===== src/rtl/capture_readout_ctrl.sv =====
// capture_readout_ctrl: runs the sampler, then streams one frame over the UART.
// The frame is HEADER followed by sample memory from address 0 upward.
//
// Ports
//   clk_50mhz        : single clock, all logic on its rising edge
//   reset            : asynchronous active-low reset
//   activate         : capture-and-send request, sampled as a level in IDLE
//   abort            : cancels an operation in progress
//   busy             : high in every state except IDLE
//   done / error     : one-cycle completion pulse; error=1 on timeout or abort
//   sampler_activate : held high while the sampler runs
//   sampler_done     : sampler completion
//   mem_addr/mem_oe  : sample-memory read address and read enable
//   mem_data         : asynchronous read data for mem_addr
//   tx_data/tx_start : byte and one-cycle start request to the UART
//   tx_active        : UART transmitter busy
//   tx_done          : one-cycle pulse when a UART byte finishes
module capture_readout_ctrl #(
   parameter int unsigned ADDR_WIDTH = 8,
   parameter logic [7:0]  HEADER     = 8'hA5,
   parameter logic [31:0] TIMEOUT    = 32'd50_000_000
) (
   input  logic                  clk_50mhz,
   input  logic                  reset,
   input  logic                  activate,
   input  logic                  abort,
   output logic                  busy,
   output logic                  done,
   output logic                  error,
   output logic                  sampler_activate,
   input  logic                  sampler_done,
   output logic [ADDR_WIDTH-1:0] mem_addr,
   output logic                  mem_oe,
   input  logic [7:0]            mem_data,
   output logic [7:0]            tx_data,
   output logic                  tx_start,
   input  logic                  tx_active,
   input  logic                  tx_done
);

   typedef enum logic [2:0] {
      IDLE,
      SAMPLE,
      LOAD,
      SEND,
      WAIT_TX,
      FINISH
   } state_t;

   localparam logic [ADDR_WIDTH-1:0] LAST_ADDR = '1;

   state_t      state;
   logic [31:0] timer;
   logic        hdr_sent;    // header byte already transmitted
   logic        abort_pend;  // abort seen while a UART byte was in flight

   // Control FSM with registered outputs
   always_ff @(posedge clk_50mhz or negedge reset) begin
      if (!reset) begin
         state            <= IDLE;
         timer            <= '0;
         hdr_sent         <= 1'b0;
         abort_pend       <= 1'b0;
         busy             <= 1'b0;
         done             <= 1'b0;
         error            <= 1'b0;
         sampler_activate <= 1'b0;
         mem_addr         <= '0;
         mem_oe           <= 1'b0;
         tx_data          <= '0;
         tx_start         <= 1'b0;
      end else begin
         // single-cycle strobes
         done     <= 1'b0;
         tx_start <= 1'b0;
         mem_oe   <= 1'b0;

         unique case (state)
            IDLE: begin
               if (activate && !abort) begin
                  state            <= SAMPLE;
                  busy             <= 1'b1;
                  sampler_activate <= 1'b1;
                  timer            <= '0;
                  mem_addr         <= '0;
                  hdr_sent         <= 1'b0;
                  abort_pend       <= 1'b0;
               end
            end

            // sampler_done outranks the timeout when both land together
            SAMPLE: begin
               if (abort) begin
                  state            <= FINISH;
                  sampler_activate <= 1'b0;
                  done             <= 1'b1;
                  error            <= 1'b1;
               end else if (sampler_done) begin
                  state            <= SEND;
                  sampler_activate <= 1'b0;
                  tx_data          <= HEADER;
                  hdr_sent         <= 1'b0;
               end else if (timer == TIMEOUT - 32'd1) begin
                  state            <= FINISH;
                  sampler_activate <= 1'b0;
                  done             <= 1'b1;
                  error            <= 1'b1;
               end else begin
                  timer <= timer + 32'd1;
               end
            end

            // mem_oe was raised on entry, so it is high for exactly this cycle
            LOAD: begin
               if (abort) begin
                  state <= FINISH;
                  done  <= 1'b1;
                  error <= 1'b1;
               end else begin
                  tx_data <= mem_data;
                  state   <= SEND;
               end
            end

            SEND: begin
               if (abort) begin
                  state <= FINISH;
                  done  <= 1'b1;
                  error <= 1'b1;
               end else if (!tx_active) begin
                  tx_start <= 1'b1;
                  state    <= WAIT_TX;
               end
            end

            // byte in flight: an abort is remembered and honoured at tx_done
            WAIT_TX: begin
               if (abort) begin
                  abort_pend <= 1'b1;
               end
               if (tx_done) begin
                  if (abort || abort_pend) begin
                     state <= FINISH;
                     done  <= 1'b1;
                     error <= 1'b1;
                  end else if (!hdr_sent) begin
                     hdr_sent <= 1'b1;
                     mem_oe   <= 1'b1;
                     state    <= LOAD;
                  end else if (mem_addr == LAST_ADDR) begin
                     state <= FINISH;
                     done  <= 1'b1;
                     error <= 1'b0;
                  end else begin
                     mem_addr <= mem_addr + ADDR_WIDTH'(1);
                     mem_oe   <= 1'b1;
                     state    <= LOAD;
                  end
               end
            end

            FINISH: begin
               busy  <= 1'b0;
               error <= 1'b0;
               state <= IDLE;
            end

            default: begin
               state <= IDLE;
            end
         endcase
      end
   end

endmodule


===== config.mk =====
export PLATFORM = sky130hd
export DESIGN_NAME = capture_readout_ctrl
export DESIGN_NICKNAME = d
export VERILOG_FILES = /design/src/rtl/capture_readout_ctrl.sv
export SDC_FILE = /design/constraint.sdc
export NUM_CORES = 1
export LEC_CHECK = 0
export BUFFER_PORTS_ARGS = -buffer_cell sky130_fd_sc_hd__buf_2
export CAP_MARGIN = 30
export CELL_PAD_IN_SITES_DETAIL_PLACEMENT = 2
export CELL_PAD_IN_SITES_GLOBAL_PLACEMENT = 2
export CORE_MARGIN = 2
export CORE_UTILIZATION = 32
export CTS_BUF_LIST = sky130_fd_sc_hd__clkbuf_16
export CTS_CLUSTER_DIAMETER = 40
export CTS_CLUSTER_SIZE = 25
export DETAILED_ROUTE_END_ITERATION = 8
export PLACE_DENSITY_LB_ADDON = 0.25
export SETUP_SLACK_MARGIN = 0.02
export SYNTH_ARGS = -nofsm -noshare
export SYNTH_HDL_FRONTEND = slang
export SYNTH_SLANG_ARGS = --single-unit

===== constraint.sdc =====
create_clock -name clk_50mhz -period 2.1 [get_ports clk_50mhz]
set_input_delay 0.42 -clock clk_50mhz [delete_from_list [all_inputs] [get_ports clk_50mhz]]
set_output_delay 0.42 -clock clk_50mhz [all_outputs]
set_load 0.03 [all_outputs]

== After elaboration in Yosys (flattened, before gate mapping) ==
Index checks and enable logic that the tools add are counted.

* Flip-flop bits (word level): 59
* Input port bits: 15
* Output and inout port bits: 22
* Logic and storage cells: 125

* Add/sub/neg operators: 2
* Equal/unequal tests: 25
* Multiplexer cells: 66
* Reductions and logical operators: 20

{| class="wikitable"
|+ Operators by type and width
! cell !! count
|-
| 32-bit two-way mux || 4
|-
| 8-bit two-way mux || 8
|-
| 32-bit case mux with 2 select lines || 1
|-
| 1-bit two-way mux || 33
|-
| 3-bit two-way mux || 11
|-
| 32-bit by 1-bit adder with 32-bit output (second input constant) || 1
|-
| 32-bit by 26-bit equality test with 1-bit output (second input constant) || 1
|-
| 8-bit case mux with 2 select lines || 2
|-
| 2-bit inequality test (second input constant) || 11
|-
| 3-bit inequality test (second input constant) || 5
|-
| 3-bit case mux with 5 select lines || 1
|-
| 6-bit AND reduction || 2
|-
| 8-bit by 1-bit adder with 8-bit output (second input constant) || 1
|-
| 8-bit equality test (second input constant) || 1
|-
| 4-bit AND reduction || 2
|-
| 2-bit nonzero test || 4
|-
| 7-bit AND reduction || 1
|-
| 3-bit by 2-bit equality test with 1-bit output (second input constant) || 2
|-
| 3-bit equality test (second input constant) || 2
|-
| 1-bit case mux with 2 select lines || 3
|-
| 1-bit case mux with 3 select lines || 2
|-
| 3-bit AND reduction || 2
|-
| 5-bit AND reduction || 1
|-
| 4-bit inequality test (second input constant) || 1
|-
| other kinds (11) || 11
|}

== Logic depth before layout (Yosys ltp) ==
Gate-level depths: netlist (run 1).

* Word-level depth: 6
* Gate-level depth with buffers: 7
* Depth with buffers taken out: 6

== Worst setup path after synthesis (run 1) ==
OpenSTA, ideal clock, no wires.

* Kind: flip-flop to flip-flop
* From: register mem_addr[0]
* To: register mem_addr[2]
* Library setup time: 66 ps
* Arrival: 2011 ps
* Data required time: 2034 ps
* Setup slack: 22 ps
* Stages on the path, launching flop included: 7
* Buffers on the path: 1
* Period minus slack after synthesis: 2078 ps
* Cell sequence: dfrtp_1 ha_1 and4_1 o31a_1 clkbuf_1 or4_1 nand2_1

* Longest elaborated chain between the ends: 6
* Elaborated cells on any way between the ends: 9
* Classes of those cells: add/sub (1); eq/ne (2); mux (5); reduce/logical (1)

{| class="wikitable"
|+ RTL lines
! element !! RTL line !! text
|-
| start: declaration || 32 || <nowiki>output logic [ADDR_WIDTH-1:0] mem_addr,</nowiki>
|-
| start signal: assignment || 155 || <nowiki>mem_addr <= mem_addr + ADDR_WIDTH'(1);</nowiki>
|-
| 8-bit by 1-bit adder with 8-bit output || 155 ||
|-
| 8-bit two-way mux || 150 || <nowiki>end else if (mem_addr == LAST_ADDR) begin</nowiki>
|-
| 8-bit two-way mux || 146 || <nowiki>end else if (!hdr_sent) begin</nowiki>
|-
| 8-bit two-way mux || 142 || <nowiki>if (abort || abort_pend) begin</nowiki>
|-
| 8-bit two-way mux || 141 || <nowiki>if (tx_done) begin</nowiki>
|-
| 8-bit case mux with 2 select lines || 78 || <nowiki>unique case (state)</nowiki>
|}

Several ways; a longest one is shown, not always the timed one. The select of a mux whose other input is x is not followed.
A chain may end at the register's enable or synchronous reset.

== Final worst setup path (run 1) ==
* From: register timer[6]
* To: register timer[17]

* Longest elaborated chain between the ends: 5
* Elaborated cells on any way between the ends: 8
* Classes of those cells: add/sub (1); eq/ne (2); mux (4); reduce/logical (1)

{| class="wikitable"
|+ RTL lines
! element !! RTL line !! text
|-
| start: declaration || 53 || <nowiki>logic [31:0] timer;</nowiki>
|-
| start signal: assignment || 109 || <nowiki>timer <= timer + 32'd1;</nowiki>
|-
| 32-bit by 1-bit adder with 32-bit output || 109 ||
|-
| 32-bit two-way mux || 103 || <nowiki>end else if (timer == TIMEOUT - 32'd1) begin</nowiki>
|-
| 32-bit two-way mux || 98 || <nowiki>end else if (sampler_done) begin</nowiki>
|-
| 32-bit two-way mux || 93 || <nowiki>if (abort) begin</nowiki>
|-
| 32-bit case mux with 2 select lines || 78 ||
|}

Several ways; a longest one is shown, not always the timed one. The select of a mux whose other input is x is not followed.

==> metrics.csv, run 1 <==
metric,value,unit
seqPwrFrac,33.1,%
peakVddDrop,0.0004928,V
placed_cell_area,3910,µm²
crit_type,flop to flop,
yosys_most_used_dff,dfrtp_1,
syn_area,3221,µm²
synth_edf_count,0,
grt_max_degree,60,
h-tree-depth,3,
cts_hold_buf,0,
setup_tns,0,ns
first_pass_iters,4,
path_clk_slew,0.06,ns
dp.cells,570,
grt_pass1_vias,3638,
skew,0.01083,ns
slew_headroom,73.93,%
insertion_delay,0.34,ns
drive_gt1_share,27.57,%
synth_area_leaders,"dfrtp_1 46%, nor2_1 4.8%, o21ai_0 3.7%, a21oi_1 3.6%, nand2_1 3.5%",
cp-start-kind,flop,
setup_ws,0.009306,ns
rsz0062_at_grt,yes,
place_ws,-0.006087,ns
clkPwrFrac,32.3,%
drv_cap,0,
status,"complete, no violations",
timing.final.crit_share,99.56,%
switching_share,38.62,%
required,2.36,ns
slew_viol_final,0,
yosysUniqueCellTypes,53,
crit_arrival,2.35,ns
yosysSeqAreaShare,45.84,%
cts_buffer_depth,2,
wl_per_cell,20.24,µm
place_congestion,0.8108,
nNetsFinal,469,
setup_viol,0,
hold_viol_final,0,
synth_nets,383,
synth_top_area_share,45.84,%
end_kind,flop,
avgViaCountPerCell,5.598,
tightest_slew,0.3881,ns
postRouteAntennaNets,0,
io_pins,37,
fin_area,4304,µm²
synthCells,366,
p_leak,1.863,nW
initial_utilization,32.95,%
grt_util_all_layers,22.74,%
dieWidth,104.3,µm
drc_errors,0,
tritoncts,yes,
io_buffers,36,
drt-total-wl,11.94,mm
synth_warnings,0,
finalCriticalPeriod,2.091,ns
intPower,0.002855,W
diodes,0,
rows,36,
drt_iter0_drc,135,
avgSynthCellArea,8.799,µm²
switchingPower,0.001796,W
p_per_area,1080,nW/µm²
hold_ws,0.07481,ns
clock-sinks,59,
fmax,0.4783,GHz
core_area,9774,µm²
die_height,104.3,µm
syn2layout_area_growth,33.64,%
hold_class,primary input to async pin,
ys_seq_elements,59,
synthArstFlopShare,100.0,%
grt-ovfl-total,0,
grt_pass1_wl,19.63,mm
cts_root_buffer,clkbuf_16,
cts_inserted_buffers,9,
fin_cells,590,
crit_fanout,4,
vias,3303,
dpl.hpwl,7.908,mm
synth_top_area_cell,dfrtp_1,
pwr-share-comb,34.6,%
die-area,10880,µm²
antenna_found_initial,0,
[through the flow]
stage               power, W  utilization (%)
CTS                 0.004656            43.23
global placement    0.003036            40.00
global route        0.004891            44.03
floorplan           0.002411                -
finish              0.004651            44.03
detailed placement  0.003107            40.00
[flip-flops by register name (all words and copies together) (netlist names)]
register,count
tx_start,1
abort_pend,1
error,1
mem_addr,8
sampler_activate,1
timer,32
busy,1
hdr_sent,1
tx_data,8
mem_oe,1
done,1
state,3
[critical path, stage by stage, from the launching register on]
cell	delay (ns)
dfrtp_1	0.39
nand4_2	0.18
or3_1	0.41
or4_1	0.51
or3_1	0.35
a21oi_1	0.18
[cells in the mapped netlist (3+ instances only)]
master and number:
dfrtp_1 59, nor2_1 41, nand2_1 30, o21ai_0 24
a21oi_1 23, nor3_1 19, nand3_1 16, inv_1 13
nor4_1 13, clkbuf_1 12, or3_1 12, xnor2_1 12
nand4_1 10, and3_1 7, or4_1 7, nor2b_1 6
and4_1 4, buf_2 4, nand4b_1 4, o211ai_1 4
o31ai_1 4, o311ai_0 3
[timing repair]
action,in CTS,in global routing
resized for setup,2,12
endpoints found under the setup margin,7,24
buffers inserted,1,2
pin swaps,2,2
gates cloned,0,1
[per-layer routing]
layer	track usage, %	vias to the layer above	wire length [µm]
li1	-	1523	-
met1	28.44	1710	5190
met2	39.68	50	6196
met3	3.885	20	332
met4	7.336	0	224
met5	0	-	0
[power by group through the flow]
stage	clock (W)	sequential, W	combinational, W
floorplan	0	0.00175	0.000662
global placement	0	0.00153	0.00151
detailed placement	0	0.00154	0.00156
CTS	0.00153	0.00153	0.00160
global route	0.00158	0.00157	0.00174
finish	0.00150	0.00154	0.00161
[cells by family after synthesis]
kind of cell	count (synthesis)	share of synthesized area [%]
AND/OR/NAND/NOR	184	30.85
AO/OA/AOI/OAI	77	14.88
flip-flops	59	45.84
buffers and inverters	30	3.769
XOR/XNOR	12	3.263
multiplexers	2	0.6216
adder cells (fa/ha/maj)	2	0.7769
[worst paths after layout]
check	slack, ns	startpoint	end	cells after the start
setup / recovery	0.009	timer[6]$_DFFE_PN0P_	timer[17]$_DFFE_PN0P_	5
hold / removal	0.07	reset	timer[24]$_DFFE_PN0P_	2
setup reg to reg	0.009	timer[6]$_DFFE_PN0P_	timer[17]$_DFFE_PN0P_	5
hold reg to reg	0.52	tx_data[2]$_DFFE_PN0P_	tx_data[2]$_DFFE_PN0P_	2
max in group asynchronous	1.71	reset	state[0]$_DFFE_PN0P_	2
min in group clk_50mhz	0.27	tx_active	tx_start$_DFF_PN0_	2
[cell type report]
type | instances | area [µm²]
Clock inverter | 7 | 70.07
Multi-Input combinational cell | 278 | 1698
Timing Repair Buffer | 91 | 618.1
Fill cell | 1079 | 5470
Sequential cell | 59 | 1478
Clock buffer | 9 | 225.2
Tap cell | 133 | 166.4
Inverter | 13 | 48.80
[cells in the final DEF, fill, tap and decap left out, types with 3 or more instances in the layout]
cell,count
dfrtp_1,58
buf_4,53
nor2_1,41
buf_2,36
nand2_1,30
o21ai_0,24
a21oi_1,23
nor3_1,18
nand3_1,16
inv_1,15
or3_1,12
xnor2_1,12
nand4_1,10
clkbuf_16,9
nor4_1,7
or4_1,7
and3_1,6
nor4_2,6
nor2b_1,5
and4_1,4
nand4b_1,4
o211ai_1,4
o31ai_1,4
o31a_1,3
o311ai_0,3
Note: power is estimated with default switching activity, not from simulation.
==> run 2: changes to the inputs <==
--- a/config.mk
+++ b/config.mk
@@ -5,12 +5,13 @@
 export SDC_FILE = /design/constraint.sdc
 export NUM_CORES = 1
 export LEC_CHECK = 0
+export ABC_AREA = 1
 export BUFFER_PORTS_ARGS = -buffer_cell sky130_fd_sc_hd__buf_2
 export CAP_MARGIN = 30
 export CELL_PAD_IN_SITES_DETAIL_PLACEMENT = 2
 export CELL_PAD_IN_SITES_GLOBAL_PLACEMENT = 2
 export CORE_MARGIN = 2
-export CORE_UTILIZATION = 32
+export CORE_UTILIZATION = 30
 export CTS_BUF_LIST = sky130_fd_sc_hd__clkbuf_16
 export CTS_CLUSTER_DIAMETER = 40
 export CTS_CLUSTER_SIZE = 25
==> run 2 against run 1 <==
Critical path type unchanged. Power down 1.8%. Cell area increased by 10%. Sequential cell count did not move. Area after synthesis grew 24%. Synthesized cell count is 60% higher. Via count is 20% higher.
==> metrics.csv, run 2 <==
metric,value,unit,change
io_pins,37,,unchanged
first_pass_iters,4,,unchanged
hold_class,primary input to async pin,,
required,2.37,ns,about the same
finalCriticalPeriod,1.874,ns,-0.2171 ns
tritoncts,yes,,
syn2layout_area_growth,18.28,%,
yosys_most_used_dff,dfrtp_1,,
initial_utilization,30.48,%,-2.5 points
cts_root_buffer,clkbuf_16,,
crit_type,flop to flop,,
rows,42,,+17%
antenna_found_initial,0,,unchanged
grt_max_degree,60,,unchanged
yosysUniqueCellTypes,33,,-38%
diodes,0,,unchanged
syn_area,4004,µm²,+24%
p_leak,2.185,nW,+17%
fmax,0.5337,GHz,+12%
slew_headroom,65.74,%,-8.2 points
avgSynthCellArea,6.832,µm²,-22%
drt_iter0_drc,118,,-13%
cts_buffer_depth,2,,unchanged
vias,3980,,+20%
postCtsSetupRepairBufs,0,,-1
rsz0062_at_grt,no,,
synth_top_area_share,36.88,%,-9.0 points
yosysSeqAreaShare,36.88,%,-9.0 points
nNetsFinal,659,,+41%
setup_tns,0,ns,unchanged
cp_common_cell,nand2_2,,
skew,0.007124,ns,-0.003702 ns
grt_util_all_layers,20.61,%,-2.1 points
path_clk_slew,0.05,ns,about the same
cts_inserted_buffers,9,,unchanged
regMostFlops,timer,,
place_ws,0.03357,ns,+0.03966 ns
slew_viol_final,0,,unchanged
synth_edf_count,0,,unchanged
synth.top_cells.by_count,"205 x nand2_1, 91 x nor2_1, 59 x dfrtp_1",,
wl_per_cell,16.61,µm,-18%
largestRegisters,"timer: 32 flops, mem_addr: 8 flops, tx_data: 8 flops",,
insertion_delay,0.34,ns,about the same
timing.final.crit_share,89.22,%,-10 points
end_kind,flop,,
drt-total-wl,13.63,mm,+14%
grt_pass1_vias,4455,,+22%
dpl.hpwl,10.65,mm,+35%
cp-start-kind,flop,,
crit_arrival,2.14,ns,-0.21 ns
dieWidth,119.5,µm,+15%
grt-ovfl-total,0,,unchanged
place_congestion,0.8099,,-0.11%
crit_fanout,24,,+20
drc_errors,0,,unchanged
synth_area_leaders,"dfrtp_1 37%, nand2_1 19%, nor2_1 8.5%, nand3_1 7.1%, o21ai_2 6.1%",,
synthCells,586,,+60%
drv_cap,0,,unchanged
cpMaxStageDelayCell,dfrtp_1,,
yosysMostFrequentCell,nand2_1,,
core_area,13140,µm²,+34%
setup_viol,0,,unchanged
peakVddDrop,0.0005137,V,+4.2%
die_height,119.5,µm,+15%
p_per_area,964.1,nW/µm²,-11%
synth_top_area_cell,dfrtp_1,,
final_cell_mix,"204 x nand2_1, 90 x nor2_1, 59 x dfrtp_1, 57 x nand3_1, 46 x inv_1",,
clock-sinks,59,,unchanged
drive_gt1_share,22.02,%,-5.6 points
largest_register_ffs,32,,unchanged
tightest_slew,0.5138,ns,+0.1257 ns
die-area,14290,µm²,+31%
postRouteAntennaNets,0,,unchanged
max_stage_delay,0.39,ns,-0.12 ns
h-tree-depth,3,,unchanged
synth_warnings,0,,unchanged
finish.utilization,36.05,%,-8.0 points
mostFrequentLayoutCell,nand2_1,,
ys_seq_elements,59,,unchanged
hold_viol_final,0,,unchanged
avgViaCountPerCell,4.848,,-13%
hold_ws,0.07958,ns,+0.004775 ns
setup_ws,0.2264,ns,+0.2171 ns
synthArstFlopShare,100.0,%,unchanged
synth_nets,603,,+57%
crit_chain,ha_1 -> nand2_2 -> nor2_4 -> nand2_1 -> nor2_1 -> nand3_1 -> nand2_4 -> buf_12 -> nand2_2 -> o21ai_2,,
grt_pass1_wl,22.90,mm,+17%
cts_hold_buf,0,,unchanged
io_buffers,36,,unchanged
status,"complete, no violations",,
[run 2: cell count changes in the layout (fill, tap and decap cells not counted), sizes merged, moves of 9 or more]
cell   delta
or3      -12
o21ai    +16
xnor2    -10
nand2   +203
nand3    +42
nor2     +55
nor4     -13
a21oi    -19
nor3     -14
buf      -35
inv      +36
xor2      +9
[run 2: cell families (layout without fill, tap and decap cells)]
family	Yosys count	after routing	synth area share (%)
AND/OR/NAND/NOR	405	405	43.37
AO/OA/AOI/OAI	47	47	8.782
buffers and inverters	62	121	7.938
adder cells (fa/ha/maj)	2	2	0.6249
flip-flops	59	59	36.88
XOR/XNOR	11	11	2.406
[run 2: where the power goes]
group | switching, W | total (W) | internal, W | leakage [nW]
registers | 0.000159 | 0.00147 | 0.00132 | 0.799
logic | 0.00128 | 0.00180 | 0.000526 | 1.26
clock network | 0.000521 | 0.00129 | 0.000768 | 0.123
[run 2: what timing repair did]
action | in CTS | in global routing
gates resized for setup | 1 | 4
setup endpoints to repair | 1 | 21
endpoints found under the hold margin | 0 | 0
[run 2: path summary, 6_finish.rpt]
path | end | slack, ns | start | cells past startpoint
setup / recovery | timer[15]$_DFFE_PN0P_ | 0.23 | timer[1]$_DFFE_PN0P_ | 10
hold / removal | timer[26]$_DFFE_PN0P_ | 0.08 | reset | 2
setup reg to reg | timer[15]$_DFFE_PN0P_ | 0.23 | timer[1]$_DFFE_PN0P_ | 10
hold reg to reg | error$_DFFE_PN0P_ | 0.48 | error$_DFFE_PN0P_ | 2
max in group asynchronous | timer[30]$_DFFE_PN0P_ | 1.72 | reset | 2
min in group clk_50mhz | tx_start$_DFF_PN0_ | 0.26 | tx_active | 2
[run 2: worst max-delay path: cells and delay by family (launching register included)]
| family | cells | cell delay, ns |
|---|---|---|
| compound gates | 1 | 0.06 |
| flops | 1 | 0.39 |
| simple gates | 7 | 0.86 |
| fa+ha+maj | 1 | 0.26 |
| buf+inv | 1 | 0.22 |
[run 2: final cells by class]
cell class,instances,area (µm²)
clock buffer,9,225.2
clock inverter,5,23.77
fill,1620,8402
inverter,51,193.9
multi-input combinational,465,2228
sequential,59,1476
tap,176,220.2
timing repair buffer,56,367.9
[run 2: stage by stage]
stage	area, µm²	std cells	total power (W)
floorplan	4004	586	0.002764
finish	4736	821	0.004566
CTS	4720	821	0.004634
global placement	4468	807	0.003235
detailed placement	4468	807	0.003299
global route	4736	821	0.004873
[run 2: per-layer routing]
| metal | vias up | part of all wire (%) | track usage [%] |
|---|---|---|---|
| met1 | 1974 | 45 | 24.63 |
| met2 | 26 | 52 | 37.79 |
| li1 | 1969 | - | - |
| met4 | 0 | 1.2 | 6.838 |
| met3 | 11 | 1.5 | 2.899 |
| met5 | - | 0 | 0 |
==> run 3: changes to the inputs <==
--- a/config.mk
+++ b/config.mk
@@ -17,6 +17,7 @@
 export CTS_CLUSTER_SIZE = 25
 export DETAILED_ROUTE_END_ITERATION = 8
 export PLACE_DENSITY_LB_ADDON = 0.25
+export RECOVER_POWER = 25
 export SETUP_SLACK_MARGIN = 0.02
 export SYNTH_ARGS = -nofsm -noshare
 export SYNTH_HDL_FRONTEND = slang
==> run 3 against run 2 <==
The flow now finishes with violations (capacitance limit, slew limit). First-iteration DRC count decreased by 2.5%. Combinational power about the same. Sequential share of layout area increased by 0.099 points. Critical path depth unchanged. Non-clock buffer count unchanged. Wire length decreased by 0.32%. Critical path type unchanged.
==> metrics.csv, run 3 (synthesized netlist as in run 2, its figures left out) <==
metric,value,unit,change
tightest_slew,1.584,ns,+1.070 ns
postCtsSetupRepairBufs,0,,unchanged
finalCriticalPeriod,1.870,ns,-0.003510 ns
worstHoldEndpoint,tx_start$_DFF_PN0_,,
crit_arrival,2.14,ns,about the same
end_kind,flop,,
hold_viol_final,0,,unchanged
clkPwrFrac,28.3,%,about the same
crit_fanout,24,,unchanged
clock-sinks,59,,unchanged
die-area,14290,µm²,unchanged
peakVddDrop,0.0005129,V,-0.16%
r2r_start,timer[1]$_DFFE_PN0P_,,
dp.cells,807,,unchanged
p_leak,2.180,nW,-0.24%
hold_ws,0.2622,ns,+0.1826 ns
crit_family,simple AND/OR/NAND/NOR gates,,
holdPathStages,2,,
h-tree-depth,3,,unchanged
regMostFlops,timer,,
postRouteAntennaNets,0,,unchanged
drv_cap,1,,+1
cp-start-kind,flop,,
r2r-end,timer[15]$_DFFE_PN0P_,,
place_congestion,0.8099,,unchanged
placed_cell_area,4468,µm²,unchanged
insertion_delay,0.34,ns,about the same
antenna_found_initial,0,,unchanged
crit_type,flop to flop,,
intPower,0.002606,W,-0.13%
fin_cells,821,,unchanged
wl_per_cell,16.55,µm,-0.32%
required,2.37,ns,about the same
final_cell_mix,"204 x nand2_1, 90 x nor2_1, 59 x dfrtp_1, 57 x nand3_1, 46 x inv_1",,
largest_register_ffs,32,,unchanged
drt_iter0_drc,115,,-2.5%
seqPwrFrac,32.4,%,about the same
dieWidth,119.5,µm,unchanged
cp_common_cell,nand2_2,,
grt_max_degree,60,,unchanged
tritoncts,yes,,
crit_chain,ha_1 -> nand2_2 -> nor2_4 -> nand2_1 -> nor2_1 -> nand3_1 -> nand2_4 -> buf_12 -> nand2_2 -> o21ai_2,,
diodes,0,,unchanged
status,finished with violations,,
slew_headroom,-5.577,%,-71 points
drt-total-wl,13.59,mm,-0.32%
drc_errors,0,,unchanged
path_clk_slew,0.05,ns,about the same
grt_util_all_layers,20.61,%,unchanged
dpl.hpwl,10.65,mm,unchanged
core_area,13140,µm²,unchanged
initial_utilization,30.48,%,unchanged
nFillCells,1621,,+0.062%
grt-ovfl-total,0,,unchanged
pwr-share-comb,39.3,%,-0.2 points
syn2layout_area_growth,17.91,%,
slew_viol_final,60,,+60
mostFrequentLayoutCell,nand2_1,,
seq_area,1476,µm²,unchanged
drive_gt1_share,22.02,%,unchanged
multiInputGateArea,2228,µm²,unchanged
cts_root_buffer,clkbuf_16,,
io_pins,37,,unchanged
place_ws,0.03357,ns,unchanged
first_pass_iters,4,,unchanged
io_buffers,36,,unchanged
cts_buffer_depth,2,,unchanged
avgViaCountPerCell,4.842,,-0.13%
setup_tns,0,ns,unchanged
fmax,0.5347,GHz,+0.19%
cp.buffers_inverters,1,,unchanged
vias,3975,,-0.13%
skew,0.006952,ns,-0.0001724 ns
reg2reg_depth,10,,unchanged
timing.final.crit_share,89.05,%,-0.17 points
rsz0062_at_grt,no,,
grt_pass1_wl,22.90,mm,unchanged
hp-start,tx_active,,
setup_ws,0.2299,ns,+0.003510 ns
switchingPower,0.001947,W,-0.46%
largestRegisters,"timer: 32 flops, mem_addr: 8 flops, tx_data: 8 flops",,
setup_viol,0,,unchanged
nNetsFinal,659,,unchanged
switching_share,42.76,%,-0.081 points
cpMaxStageDelayCell,dfrtp_1,,
die_height,119.5,µm,unchanged
cts_inserted_buffers,9,,unchanged
violations,"capacitance limit, slew limit",,
fin_area,4721,µm²,-0.32%
rows,42,,unchanged
grt_pass1_vias,4455,,unchanged
hold_class,primary input to flop,,
reg2reg_slack,0.23,ns,about the same
max_stage_delay,0.39,ns,about the same
p_per_area,964.5,nW/µm²,about the same
## run 3: how the worst max path moves through the flow
stage / from / end / slack (ns) / cells past startpoint
after floorplan: timer[0]$_DFFE_PN0P_ / timer[20]$_DFFE_PN0P_ / 0.38 / 9
after global placement: timer[1]$_DFFE_PN0P_ / timer[30]$_DFFE_PN0P_ / 0.12 / 10
after detailed placement: timer[1]$_DFFE_PN0P_ / timer[1]$_DFFE_PN0P_ / 0.03 / 10
after CTS: timer[1]$_DFFE_PN0P_ / timer[1]$_DFFE_PN0P_ / 0.15 / 10
after global routing: timer[1]$_DFFE_PN0P_ / timer[15]$_DFFE_PN0P_ / 0.02 / 10
final: timer[1]$_DFFE_PN0P_ / timer[15]$_DFFE_PN0P_ / 0.23 / 10
## run 3: metrics by stage
stage,util (%),power [W]
6_report,35.93,0.004553
5_1_grt,35.93,0.004869
4_1_cts,35.92,0.004634
3_5_place_dp,34.01,0.003299
3_3_place_gp,34.01,0.003235
2_1_floorplan,-,0.002764
## run 3: layer usage
| metal | global-route usage, % | share of wire [%] | up-vias |
|---|---|---|---|
| met3 | 2.899 | 1.5 | 11 |
| met4 | 6.838 | 1.5 | 0 |
| met2 | 37.79 | 53 | 28 |
| met5 | 0 | 0 | - |
| li1 | - | - | 1969 |
| met1 | 24.63 | 44 | 1967 |
## run 3: cell type report
cell class,count,area share [%]
clock buffer,9,4.771
inverter,51,4.108
sequential,59,31.27
multi-input combinational,465,47.20
clock inverter,5,0.5036
tap,176,4.665
timing repair buffer,56,7.474
## run 3: what timing repair did
action | in CTS | in global routing
hold buffers | 0 | 0
endpoints found under the setup margin | 1 | 21
cloned | 0 | 0
gates resized for setup | 1 | 4
## run 3: power groups by stage
stage | combinational [W] | sequential (W) | clock, W
floorplan | 0.00108 | 0.00169 | 0
global placement | 0.00176 | 0.00148 | 0
detailed placement | 0.00181 | 0.00149 | 0
CTS | 0.00182 | 0.00148 | 0.00133
global route | 0.00200 | 0.00150 | 0.00136
finish | 0.00179 | 0.00147 | 0.00129
